==> config.mk <==
export PLATFORM = sky130hd
export DESIGN_NAME = parity_frame_acc_flat
export DESIGN_NICKNAME = d
export VERILOG_FILES = /design/src/rtl/parity_frame_acc_pkg.sv /design/src/rtl/parity_frame_acc_if.sv /design/src/rtl/parity_frame_acc_shifter.sv /design/src/rtl/parity_frame_acc.sv /design/src/flat_wrapper.sv
export SDC_FILE = /design/constraint.sdc
export NUM_CORES = 1
export LEC_CHECK = 0
export BUFFER_PORTS_ARGS = -buffer_cell sky130_fd_sc_hd__buf_2
export CELL_PAD_IN_SITES_DETAIL_PLACEMENT = 1
export CELL_PAD_IN_SITES_GLOBAL_PLACEMENT = 2
export CORE_ASPECT_RATIO = 1.75
export CORE_MARGIN = 2
export CORE_UTILIZATION = 28
export CTS_CLUSTER_SIZE = 16
export DETAILED_ROUTE_END_ITERATION = 7
export PLACE_DENSITY_LB_ADDON = 0.1
export SETUP_SLACK_MARGIN = 0.1
export SKIP_LAST_GASP = 1
export SYNTH_ARGS = -nofsm -noshare
export SYNTH_HDL_FRONTEND = slang
export SYNTH_SLANG_ARGS = --single-unit
==> constraint.sdc <==
create_clock -name clk -period 1.18 [get_ports clk]
set_input_delay 0.118 -clock clk [delete_from_list [all_inputs] [get_ports clk]]
set_output_delay 0.118 -clock clk [all_outputs]
set_load 0.02 [all_outputs]
==> src/rtl/parity_frame_acc_pkg.sv <==
// Shared types for the parity frame accumulator.
// Holds the FSM state enum and the default frame length.
package parity_frame_pkg;

  localparam int FRAME_LEN_DEF = 8;

  typedef enum logic {
    ACCUM = 1'b0,
    HOLD  = 1'b1
  } state_t;

endpackage

==> src/rtl/parity_frame_acc_if.sv <==
// Handshake bundle between XOR stage, accumulator and sink.
// master: drives in_valid/in_bit/flush/out_ready; slave: the accumulator.
interface parity_frame_acc_if #(
  parameter int FRAME_LEN = 8,
  parameter int CNT_W     = $clog2(FRAME_LEN + 1)
);

  logic                 in_valid;
  logic                 in_bit;
  logic                 in_ready;
  logic                 flush;
  logic                 out_valid;
  logic                 out_ready;
  logic [FRAME_LEN-1:0] out_data;
  logic [CNT_W-1:0]     out_len;
  logic                 out_parity;

  modport master (
    output in_valid, in_bit, flush, out_ready,
    input  in_ready, out_valid, out_data, out_len, out_parity
  );

  modport slave (
    input  in_valid, in_bit, flush, out_ready,
    output in_ready, out_valid, out_data, out_len, out_parity
  );

endinterface

==> src/rtl/parity_frame_acc_shifter.sv <==
// Frame datapath: bit store, fill count and running parity.
// Ports: clk, rst, load+bit_in (append), clear, data/count/parity/last.
module frame_shifter #(
  parameter int FRAME_LEN = 8,
  parameter int CNT_W     = $clog2(FRAME_LEN + 1)
) (
  input  logic                 clk,
  input  logic                 rst,
  input  logic                 load,
  input  logic                 bit_in,
  input  logic                 clear,
  output logic [FRAME_LEN-1:0] data,
  output logic [CNT_W-1:0]     count,
  output logic                 parity,
  output logic                 last
);

  // Next append fills the final slot of the frame.
  assign last = (count == CNT_W'(FRAME_LEN - 1));

  always_ff @(posedge clk or posedge rst) begin
    if (rst) begin
      data   <= '0;
      count  <= '0;
      parity <= 1'b0;
    end else if (clear) begin
      data   <= '0;
      count  <= '0;
      parity <= 1'b0;
    end else if (load) begin
      // Slots above count are always zero, so OR-in is a write.
      data   <= data | (FRAME_LEN'(bit_in) << count);
      count  <= count + CNT_W'(1);
      parity <= parity ^ bit_in;
    end
  end

endmodule

==> src/rtl/parity_frame_acc.sv <==
// Packs XOR-stage bits into frames with length and parity.
// Ports: clk, rst, bus (slave handshake bundle), frame_cnt (handoffs).
module parity_frame_acc
  import parity_frame_pkg::*;
#(
  parameter int FRAME_LEN = FRAME_LEN_DEF,
  parameter int CNT_W     = $clog2(FRAME_LEN + 1)
) (
  input  logic                clk,
  input  logic                rst,
  parity_frame_acc_if.slave   bus,
  output logic [7:0]          frame_cnt
);

  state_t               state;
  logic                 accept;
  logic                 handoff;
  logic                 emit;
  logic [FRAME_LEN-1:0] sh_data;
  logic [CNT_W-1:0]     sh_count;
  logic                 sh_parity;
  logic                 sh_last;

  assign accept  = bus.in_valid & (state == ACCUM);
  assign handoff = bus.out_ready & (state == HOLD);

  // A flush on an empty frame is dropped unless a beat lands too.
  assign emit = (accept & (sh_last | bus.flush))
              | (bus.flush & (sh_count != '0));

  frame_shifter #(
    .FRAME_LEN(FRAME_LEN),
    .CNT_W    (CNT_W)
  ) u_shifter (
    .clk   (clk),
    .rst   (rst),
    .load  (accept),
    .bit_in(bus.in_bit),
    .clear (handoff),
    .data  (sh_data),
    .count (sh_count),
    .parity(sh_parity),
    .last  (sh_last)
  );

  always_ff @(posedge clk or posedge rst) begin
    if (rst) begin
      state     <= ACCUM;
      frame_cnt <= 8'd0;
    end else begin
      unique case (state)
        ACCUM: begin
          if (emit) state <= HOLD;
        end
        HOLD: begin
          if (bus.out_ready) begin
            state     <= ACCUM;
            frame_cnt <= frame_cnt + 8'd1;
          end
        end
      endcase
    end
  end

  assign bus.in_ready   = (state == ACCUM);
  assign bus.out_valid  = (state == HOLD);
  assign bus.out_data   = sh_data;
  assign bus.out_len    = sh_count;
  assign bus.out_parity = sh_parity;

endmodule

==> src/flat_wrapper.sv <==
// flat-port wrapper written by rule: the top's interface ports become plain ports
module parity_frame_acc_flat import parity_frame_pkg::*;
#(
  parameter int FRAME_LEN = FRAME_LEN_DEF,
  parameter int CNT_W     = $clog2(FRAME_LEN + 1)
)
  (clk, rst, frame_cnt, bus_in_valid, bus_in_bit, bus_flush, bus_out_ready, bus_in_ready, bus_out_valid, bus_out_data, bus_out_len, bus_out_parity);
  parity_frame_acc_if #(.FRAME_LEN(FRAME_LEN), .CNT_W(CNT_W)) bus_i ();
  input  logic clk;
  input  logic rst;
  output logic [7:0] frame_cnt;
  input wire logic [$bits(bus_i.in_valid)-1:0] bus_in_valid;
  input wire logic [$bits(bus_i.in_bit)-1:0] bus_in_bit;
  input wire logic [$bits(bus_i.flush)-1:0] bus_flush;
  input wire logic [$bits(bus_i.out_ready)-1:0] bus_out_ready;
  output wire logic [$bits(bus_i.in_ready)-1:0] bus_in_ready;
  output wire logic [$bits(bus_i.out_valid)-1:0] bus_out_valid;
  output wire logic [$bits(bus_i.out_data)-1:0] bus_out_data;
  output wire logic [$bits(bus_i.out_len)-1:0] bus_out_len;
  output wire logic [$bits(bus_i.out_parity)-1:0] bus_out_parity;
  assign bus_i.in_valid = bus_in_valid;
  assign bus_i.in_bit = bus_in_bit;
  assign bus_i.flush = bus_flush;
  assign bus_i.out_ready = bus_out_ready;
  assign bus_in_ready = bus_i.in_ready;
  assign bus_out_valid = bus_i.out_valid;
  assign bus_out_data = bus_i.out_data;
  assign bus_out_len = bus_i.out_len;
  assign bus_out_parity = bus_i.out_parity;
  parity_frame_acc #(.FRAME_LEN(FRAME_LEN), .CNT_W(CNT_W)) u_core (.clk(clk), .rst(rst), .bus(bus_i), .frame_cnt(frame_cnt));
endmodule
==> metrics.md <==
| Metric | Value |
|---|---|
| Detailed router's first-iteration violation count | 10 |
| Root Driver | clkbuf_8 |
| Hold worst-path end | u_core.bus.out_valid$_DFF_PP0_ |
| Tightest Hold Check Type | in2reg |
| H-tree levels | 1 |
| Status | completed |
| Largest cells by area after synthesis | dfrtp_1 (54%), xnor2_1 (6.9%), nand2_1 (4.4%) |
| Clock slew at reported path FFs | 0.08 ns |
| First-pass GRT wire length | 4533 µm |
| Die W | between 40 and 50 µm |
| Fin. max-slew vios | 0 |
| Worst-margin pin slew | a little under 0.3 ns |
| VDD IR max | 1.290 mV |
| Min-Delay Path Depth | 3 |
| Share of layout cells above drive strength 1 | 48.89% |
| Worst-path maximum fanout | 4 |
| Via density | 4.751 |
| Congestion Overflow GR | 0 |
| Core area | 3556 µm² |
| Max clock buf depth | 2 |
| 1st-pass router iterations | 2 |
| GP Congestion | 0.7427 |
| Syn_nets | 99 |
| Initial antenna violation count | 0 |
| Leak pwr | 0.0007356 µW |
| FF-to-FF setup slack | 0.02 ns |
| Final Skew | 0.002292 ns |
| HPWL after detailed placement | 1959 µm |
| Post-DRT Antenna Nets | 0 |
| Post-synthesis average cell area | around 11 µm² |
| Total track usage | 14.17% |
| Cells after Synth | 90 |
| FF-to-FF path depth | 5 |
| Ant diodes | 0 |
| Placed Area | between 1000 and 1500 µm² |
| Critical path capture point type | register |
| Die Area | 4150 µm² |
| Final Util | between 40% and 50% |
| Final instance area | 1505 µm² |
| Worst Path Required | 1.31 ns |
| TritonCTS clock tree | done |
| Post-Syn Area | between 1000 and 1500 µm² |
| Yosys top cell by area | dfrtp_1 |
| Yosys top cell area share | 54.12% |
| Final WL | roughly 2600 µm |
| Die Y | about 84 µm |
| Launching point of the worst reg2reg path | u_core.u_shifter.count[0]$_DFFE_PP0P_ |
| IO Port Bufs | 28 |
| Slew headroom | 80.63% |
| Area Growth Syn to Fin | 47.97% |
| Fill cells | 432 |
| Dpl ws | -0.03635 ns |
| Tcrit/Tclk final | 98.17% |
| Ys Warns | 0 |
| Power per cell area | 2586 nW/µm² |
| Initial Utilization | 28.61% |
| Seq/Total Area, Yosys | a little over half |
| Crit path kind | reg2reg |
| Vias | 860 |
| Yosys reg bits | 22 |
| Min-Delay Startpoint | bus_flush |
| Ports | 29 |
| DRC viols | 0 |
| Vias in the first global route | 891 |
| Final-report hold violation count | 0 |
| Clk sinks | 22 |
| RR Endpoint | u_core.bus.out_valid$_DFF_PP0_ |
| Fmax | 0.8633 GHz |
| Largest net degree at the start of global routing | 23 |
| RSZ-0062 raised after global routing | true |
| Cell variety after synth | 25 |
| Nets | approximately 150 |
| Worst Setup Start Kind | register |
| Fin crit period | 1.158 ns |
| Routed length per instance | 14.44 µm |
| Setup ws final | 0.02162 ns |
| Max Cap Viol | 0 |
| Final setup violation count | 0 |
| Worst Path Arrival | 1.29 ns |
| Num CTS Buffers | 3 |
| Row cnt | 29 |
| Clock Latency Late Sink | 0.26 ns |
-- per-layer routing --
layer / GRT usage [%] / share of wire (%) / vias up
li1: - / - / 408
met1: 16.25 / 37 / 435
met2: 25.58 / 59 / 15
met3: 2.151 / 3.2 / 2
met4: 5.303 / 0.88 / 0
met5: 0 / 0 / -
-- flip-flops by register name, summed over array words and instances (netlist names) --
| register | count |
|---|---|
| u_core.u_shifter.parity | 1 |
| u_core.bus.out_valid | 1 |
| u_core.u_shifter.count | 4 |
| u_core.frame_cnt | 8 |
| u_core.u_shifter.data | 8 |
-- layout by cell type (no fill, tap or decap), drive strengths merged --
master and count:
nor4 1, o211ai 1, bufinv 1, nand4 5
o21ai 4, nand2 12, inv 5, nand4b 1
clkbuf 3, nor3b 1, a32o 4, dfrtp 22
buf 45, nor3 1, a22o 4, xnor2 8
dlygate4sd3 1, xor2 2, nor2 1, ha 3
o41ai 1, and3 3, and2 2, o31ai 1
and2b 1, mux2i 1, a31oi 1
-- stage by stage --
stage | hold WS (ns) | setup TNS [ns] | power (µW) | instances
after floorplan | 0.1069 | -0.04184 | 2162 | 90
after global placement | 0.1734 | -0.03156 | 2713 | 167
after detailed placement | 0.1791 | -0.03635 | 2742 | 167
after CTS | 0.1217 | 0 | 3805 | 177
after global routing | 0.1424 | -0.1604 | 4177 | 181
final | 0.1304 | 0 | 3893 | 181
-- synth_stat cells, drive strengths merged --
master   n
dfrtp   22
and2     2
inv      5
nand4b   1
and3     3
o41ai    1
ha       3
a31oi    1
o31ai    1
o211ai   1
and2b    1
a22o     4
buf      5
nor4     1
nor3b    1
nor3     1
o21ai    4
nand2   12
xor2     2
a32o     4
nand4    5
mux2i    1
xnor2    8
nor2     1
-- cells by family (layout without fill, tap and decap cells) --
| group | count (synthesis) | in the layout | share of synthesized area [%] |
|---|---|---|---|
| fa+ha+maj | 3 | 3 | 3.690 |
| buf+inv | 10 | 55 | 4.796 |
| xor+xnor | 10 | 10 | 8.611 |
| compound gates | 16 | 16 | 12.30 |
| flops | 22 | 22 | 54.12 |
| mux | 1 | 1 | 0.9840 |
| simple gates | 28 | 28 | 15.50 |
-- power by group --
group	switching [µW]	internal (µW)
clock network	252	453
registers	253	986
logic	982	967
total	1490	2410
-- layout make-up --
class	instances	area [µm²]	share of cell area, %
tap	46	57.56	3.824
timing repair buffer	46	326.6	21.70
multi-input combinational	58	473.0	31.42
clock buffer	3	41.29	2.743
inverter	5	21.27	1.413
sequential	22	555.5	36.91
clock inverter	1	30.03	1.995
-- critical path: stages (launching register included) --
cell and delay, ns:
dfrtp_2 0.44, inv_2 0.09, ha_4 0.13, inv_1 0.04
o41ai_2 0.18, a31oi_1 0.14
-- worst max path at each step --
stage / slack (ns) / cells past startpoint / from / endpoint
finish: 0.02 / 5 / u_core.u_shifter.count[0]$_DFFE_PP0P_ / u_core.bus.out_valid$_DFF_PP0_
detailed placement: -0.04 / 5 / u_core.u_shifter.count[1]$_DFFE_PP0P_ / u_core.bus.out_valid$_DFF_PP0_
CTS: 0.01 / 5 / u_core.u_shifter.count[0]$_DFFE_PP0P_ / u_core.bus.out_valid$_DFF_PP0_
global placement: -0.03 / 5 / u_core.u_shifter.count[1]$_DFFE_PP0P_ / u_core.bus.out_valid$_DFF_PP0_
floorplan: -0.04 / 6 / u_core.u_shifter.count[0]$_DFFE_PP0P_ / u_core.bus.out_valid$_DFF_PP0_
global route: -0.06 / 5 / u_core.u_shifter.count[0]$_DFFE_PP0P_ / u_core.bus.out_valid$_DFF_PP0_
-- what timing repair did --
action                                  CTS  global route
hold endpoints to repair                 22             0
gates cloned                              0             0
hold buffers                              1             0
setup buffers                             5             5
resized for setup                        21             8
endpoints found under the setup margin   15            24
pin swaps                                 4             2
Power figures use the tool's default switching activity.
